--- src/rtl/exc_ctrl_pkg.sv ---
// Shared definitions for the exception controller: FSM encoding, cause codes
// and the default return offset.
package exc_ctrl_pkg;

    typedef enum logic [1:0] {
        StIdle     = 2'd0,
        StExcFlush = 2'd1,
        StRetFlush = 2'd2,
        StDrain    = 2'd3
    } exc_state_e;

    localparam logic [31:0] CAUSE_UNDEF        = 32'd0;
    localparam logic [31:0] CAUSE_OVF          = 32'd1;
    localparam logic [31:0] RET_OFFSET_DEFAULT = 32'd2;

endpackage

--- src/rtl/register32bit_normal.sv ---
// 32-bit register with write enable and asynchronous active-high clear.
module register32bit_normal (
    input  logic        clk,
    input  logic        reset,
    input  logic        we,
    input  logic [31:0] d,
    output logic [31:0] q
);

    always_ff @(posedge clk or posedge reset) begin
        if (reset) begin
            q <= 32'd0;
        end else if (we) begin
            q <= d;
        end
    end

endmodule

--- src/rtl/exc_ctrl.sv ---
// Exception/return controller: captures EPC/Cause, flushes the pipeline,
// redirects fetch and holds the pipeline for a fixed drain period.
module exc_ctrl
    import exc_ctrl_pkg::*;
#(
    parameter logic [31:0] EXC_VECTOR   = 32'h0000_0080,
    parameter logic [31:0] RET_OFFSET   = RET_OFFSET_DEFAULT,
    parameter int unsigned DRAIN_CYCLES = 2
) (
    input  logic        clk,
    input  logic        reset,
    input  logic        idex_epc_write,
    input  logic        idex_cause_write,
    input  logic        ex_overflow,
    input  logic [31:0] idex_PCVal,
    input  logic        eret_ex,
    output logic [31:0] EPC,
    output logic [31:0] Cause,
    output logic        flush_ifid,
    output logic        flush_idex,
    output logic        flush_exmem,
    output logic        pc_redirect,
    output logic [31:0] redirect_pc,
    output logic        pipe_hold,
    output logic        exc_busy
);

    localparam logic [2:0] DRAIN_LOAD = 3'(DRAIN_CYCLES - 1);

    exc_state_e state_q, state_d;
    logic [2:0] cnt_q, cnt_d;

    logic        idle;
    logic        exc_event;
    logic        eret_event;
    logic        cause_we;
    logic [31:0] cause_d;

    assign idle       = (state_q == StIdle);
    assign exc_event  = idle && (idex_epc_write || ex_overflow);
    assign eret_event = idle && eret_ex && !exc_event;
    assign cause_we   = exc_event && (idex_cause_write || ex_overflow);
    // Undefined instruction takes priority over a simultaneous overflow.
    assign cause_d    = idex_epc_write ? CAUSE_UNDEF : CAUSE_OVF;

    register32bit_normal u_epc (
        .clk   (clk),
        .reset (reset),
        .we    (exc_event),
        .d     (idex_PCVal),
        .q     (EPC)
    );

    register32bit_normal u_cause (
        .clk   (clk),
        .reset (reset),
        .we    (cause_we),
        .d     (cause_d),
        .q     (Cause)
    );

    always_ff @(posedge clk or posedge reset) begin
        if (reset) begin
            state_q <= StIdle;
            cnt_q   <= 3'd0;
        end else begin
            state_q <= state_d;
            cnt_q   <= cnt_d;
        end
    end

    always_comb begin
        state_d = state_q;
        cnt_d   = cnt_q;
        unique case (state_q)
            StIdle: begin
                if (exc_event) begin
                    state_d = StExcFlush;
                end else if (eret_event) begin
                    state_d = StRetFlush;
                end
            end
            StExcFlush, StRetFlush: begin
                state_d = StDrain;
                cnt_d   = DRAIN_LOAD;
            end
            StDrain: begin
                if (cnt_q == 3'd0) begin
                    state_d = StIdle;
                end else begin
                    cnt_d = cnt_q - 3'd1;
                end
            end
            default: begin
                state_d = StIdle;
                cnt_d   = 3'd0;
            end
        endcase
    end

    // Outputs depend on registered state (and registered EPC) only.
    always_comb begin
        flush_ifid  = 1'b0;
        flush_idex  = 1'b0;
        flush_exmem = 1'b0;
        pc_redirect = 1'b0;
        redirect_pc = 32'd0;
        pipe_hold   = 1'b0;
        exc_busy    = (state_q != StIdle);
        unique case (state_q)
            StIdle: ;
            StExcFlush: begin
                flush_ifid  = 1'b1;
                flush_idex  = 1'b1;
                flush_exmem = 1'b1;
                pc_redirect = 1'b1;
                redirect_pc = EXC_VECTOR;
            end
            StRetFlush: begin
                flush_ifid  = 1'b1;
                flush_idex  = 1'b1;
                pc_redirect = 1'b1;
                redirect_pc = EPC + RET_OFFSET;
            end
            StDrain: begin
                pipe_hold = 1'b1;
            end
            default: ;
        endcase
    end

endmodule

--- config.mk ---
export PLATFORM = sky130hd
export DESIGN_NAME = exc_ctrl
export DESIGN_NICKNAME = d
export VERILOG_FILES = /design/src/rtl/exc_ctrl_pkg.sv /design/src/rtl/register32bit_normal.sv /design/src/rtl/exc_ctrl.sv
export SDC_FILE = /design/constraint.sdc
export NUM_CORES = 1
export LEC_CHECK = 0
export CAP_MARGIN = 20
export CORE_UTILIZATION = 30
export DETAILED_ROUTE_END_ITERATION = 6
export PLACE_DENSITY = 0.63
export SLEW_MARGIN = 15
export SYNTH_ARGS = -nofsm -noshare
export SYNTH_HDL_FRONTEND = slang
export SYNTH_SLANG_ARGS = --single-unit
--- constraint.sdc ---
create_clock -name clk -period 3 [get_ports clk]
set_input_delay 0.45 -clock clk [delete_from_list [all_inputs] [get_ports clk]]
set_output_delay 0.45 -clock clk [all_outputs]
set_load 0.005 [all_outputs]
==> flow_metrics.env <==
export IMPL_hold_ws_ns=0.503
export IMPL_status="finished, violations left"
export IMPL_fmax_mhz=332
export IMPL_hold_buffers=0
export IMPL_postSynthAreaPerCell_um2=9.47
export IMPL_syn_inst=278
export IMPL_path_clk_slew_ns=0.08
export IMPL_grt_pass1_vias=2356
export IMPL_die_y_um=95.7
export IMPL_ir_worst_vdd_uv=689
export IMPL_path_cells="nand3_4, or4_4, nor4_4, buf_4, mux2i_1, clkdlybuf4s50_1"
export IMPL_fin_skew_ns=0.00526
export IMPL_powerDensity_nw_per_um2=984
export IMPL_synth_top_cell_area_share=0.361
export IMPL_reg2reg_from="state_q[0]"
export IMPL_synth_commonest_cells="38 x dfrtp_1, 33 x buf_4, 33 x mux2_2"
export IMPL_pre_cts_ws_ns=0.0560
export IMPL_cp_start_kind="flop"
export IMPL_synthDistinctLibCells=40
export IMPL_min_path_type="flop to flop"
export IMPL_vias=2554
export IMPL_setup_viol=1
export IMPL_placementRows=33
export IMPL_period_share=1.00
export IMPL_async_flop_share=1.00
export IMPL_ctsLongestPathBuffers=2
export IMPL_grt_max_degree=39
export IMPL_p_leak_uw=0.00174
export IMPL_cts_tree="done"
export IMPL_max_stage_delay_ns=0.58
export IMPL_synth_seq_cells=38
export IMPL_r2r_slack_ns=1.20
export IMPL_port_buffers=108
export IMPL_crit_arrival_ns=2.56
export IMPL_die_area_um2=9150
export IMPL_clock_sinks=38
export IMPL_critPathTopFamily="simple AND/OR/NAND/NOR gates"
export IMPL_yosys_most_used_dff="dfrtp_1"
export IMPL_antenna_found_initial=0
export IMPL_wl_per_cell_um=14.7
export IMPL_crit_cells=6
export IMPL_insertion_delay_ns=0.29
export IMPL_slowest_stage="or4_4"
export IMPL_die_x_um=95.7
export IMPL_netlist_area_um2=2630
export IMPL_route_detailed_drc=0
export IMPL_final_nets=463
export IMPL_syn2layout_area_growth_pct=58.3
export IMPL_min_period_ns=3.01
export IMPL_viasPerCell=4.87
export IMPL_setup_tns_ns=-0.00914
export IMPL_hpwl_um=5810
export IMPL_grt_util_all_layers=0.172
export IMPL_grt_pass1_wl_um=12000
export IMPL_worstMarginPinSlew_ns=0.628
export IMPL_ios=140
export IMPL_htree_levels=2
export IMPL_finalHoldViolCount=0
export IMPL_timing_max_slew_rel_slack=0.580
export IMPL_cp_required_ns=2.55
export IMPL_globalRouteOverflowTotal=0
export IMPL_yosys_area_top_type="dfrtp_1"
export IMPL_path_class="flop to primary output"
export IMPL_violations="setup timing"
export IMPL_placedCellCount=498
export IMPL_drtIter0Drc=87
export IMPL_r2r_cells=5
export IMPL_ant_nets=0
export IMPL_cp_startpoint="u_epc.q[7]"
export IMPL_place_gp_congestion=0.814
export IMPL_wirelength_um=7720
export IMPL_core_area_um2=8340
export IMPL_r2r_end="u_epc.q[4]"
export IMPL_yosysMostFrequentCell="dfrtp_1"
export IMPL_rsz0062_at_grt="true"
export IMPL_fin_cells=524
export IMPL_floorplan_initialDensity=0.315
export IMPL_cts_buffers=5
export IMPL_setup_ws_ns=-0.00914
export IMPL_firstDrtPassIters=5
export IMPL_path_buf_inv=2
export IMPL_cp_max_fo=6
export IMPL_ys_warn_count=0
export IMPL_endpoint_kind="primary output"
export IMPL_drive_gt1_frac=0.243
export IMPL_synth_area_leaders="dfrtp_1 36%, mux2_2 14%, buf_4 9.4%"
export IMPL_clockRootBuffer="clkbuf_8"
export IMPL_diodes=0
export IMPL_synth_edff_count=0
export IMPL_endpoint="redirect_pc[31]"
export IMPL_finalMaxSlewViolations=0
export IMPL_drv_cap=0
export IMPL_synth_seq_area_share=0.361
## worst min-delay path, cell delays in order, from the launching register on
cell and delay, ns:
dfrtp_1 0.34, nand3_1 0.06, o21ai_0 0.07
## logic make-up after synthesis
| group | share of synthesized area |
|---|---|
| adders and majority gates | 0.0333 |
| xor gates and xnor gates | 0.0366 |
| AOI/OAI and AO/OA | 0.108 |
| DFF | 0.361 |
| buffers and inverters | 0.121 |
| and+or+nand+nor | 0.193 |
| muxes | 0.145 |
| other | 0.00143 |
## routing by layer
metal	part of all wire	track usage	vias to the layer above
li1	-	-	1229
met1	0.42	0.220	1194
met2	0.47	0.279	124
met3	0.11	0.0598	7
met4	0.0086	0.0373	0
met5	0	0	-
## placed cells by master (no fill, tap or decap), types with 2 or more instances in the layout
cell type / n
clkdlybuf4s50_1: 103
buf_4: 35
mux2_2: 33
conb_1: 31
dfrtp_1: 31
a21oi_1: 17
nand2_1: 14
nor2_1: 13
o31ai_1: 10
inv_1: 10
o21ai_0: 10
nand4_1: 9
nand3_1: 8
or4_1: 8
dfrtp_2: 7
and3_1: 6
or3_1: 6
xnor2_1: 6
ha_1: 6
clkbuf_8: 6
xor2_1: 5
dlymetal6s2s_1: 5
and4_1: 3
nand2b_1: 2
and3_4: 2
nand3_4: 2
nand3_2: 2
nor4_1: 2
o21a_1: 2
## sequential cells by signal, summed over array words and instances (netlist names)
name,cells
u_cause.q,1
cnt_q,3
u_epc.q,32
state_q,2
## final cells by class
cell class	count	area (um2)
fillers	795	4180
flip-flops and latches	38	960
multi-input cells	218	1560
repair buffers	145	1390
well taps	105	131
clock inverters	1	5.00
inverters	10	37.5
clock buffers	7	86.3
## per-stage QoR
step           power (uW)  utilization  area (um2)
2_1_floorplan        2180            -        2740
3_3_place_gp         3500        0.461        3840
3_5_place_dp         3550        0.461        3840
4_1_cts              4030        0.483        4030
5_1_grt              4430        0.499        4170
6_report             4100        0.499        4170
## what timing repair did
item,4_1_cts,5_1_grt
buffers inserted,6,12
gates resized for setup,12,16
pin swaps,2,1
endpoints found under the setup margin,9,11
## power by group
part | switching, uW | total (uW) | leakage [uW] | internal (uW)
registers | 271 | 1060 | 0.000442 | 787
logic | 1090 | 2680 | 0.00126 | 1580
clock network | 178 | 363 | 0.0000482 | 185
## worst min-delay path by stage
stage,start,cells after the start,end
2_1_floorplan,cnt_q[2],1,cnt_q[2]
3_3_place_gp,cnt_q[1],2,cnt_q[1]
3_5_place_dp,cnt_q[1],2,cnt_q[1]
4_1_cts,cnt_q[1],2,cnt_q[1]
5_1_grt,cnt_q[1],2,cnt_q[1]
6_report,cnt_q[1],2,cnt_q[1]
Note: power is estimated with default switching activity, not from simulation.
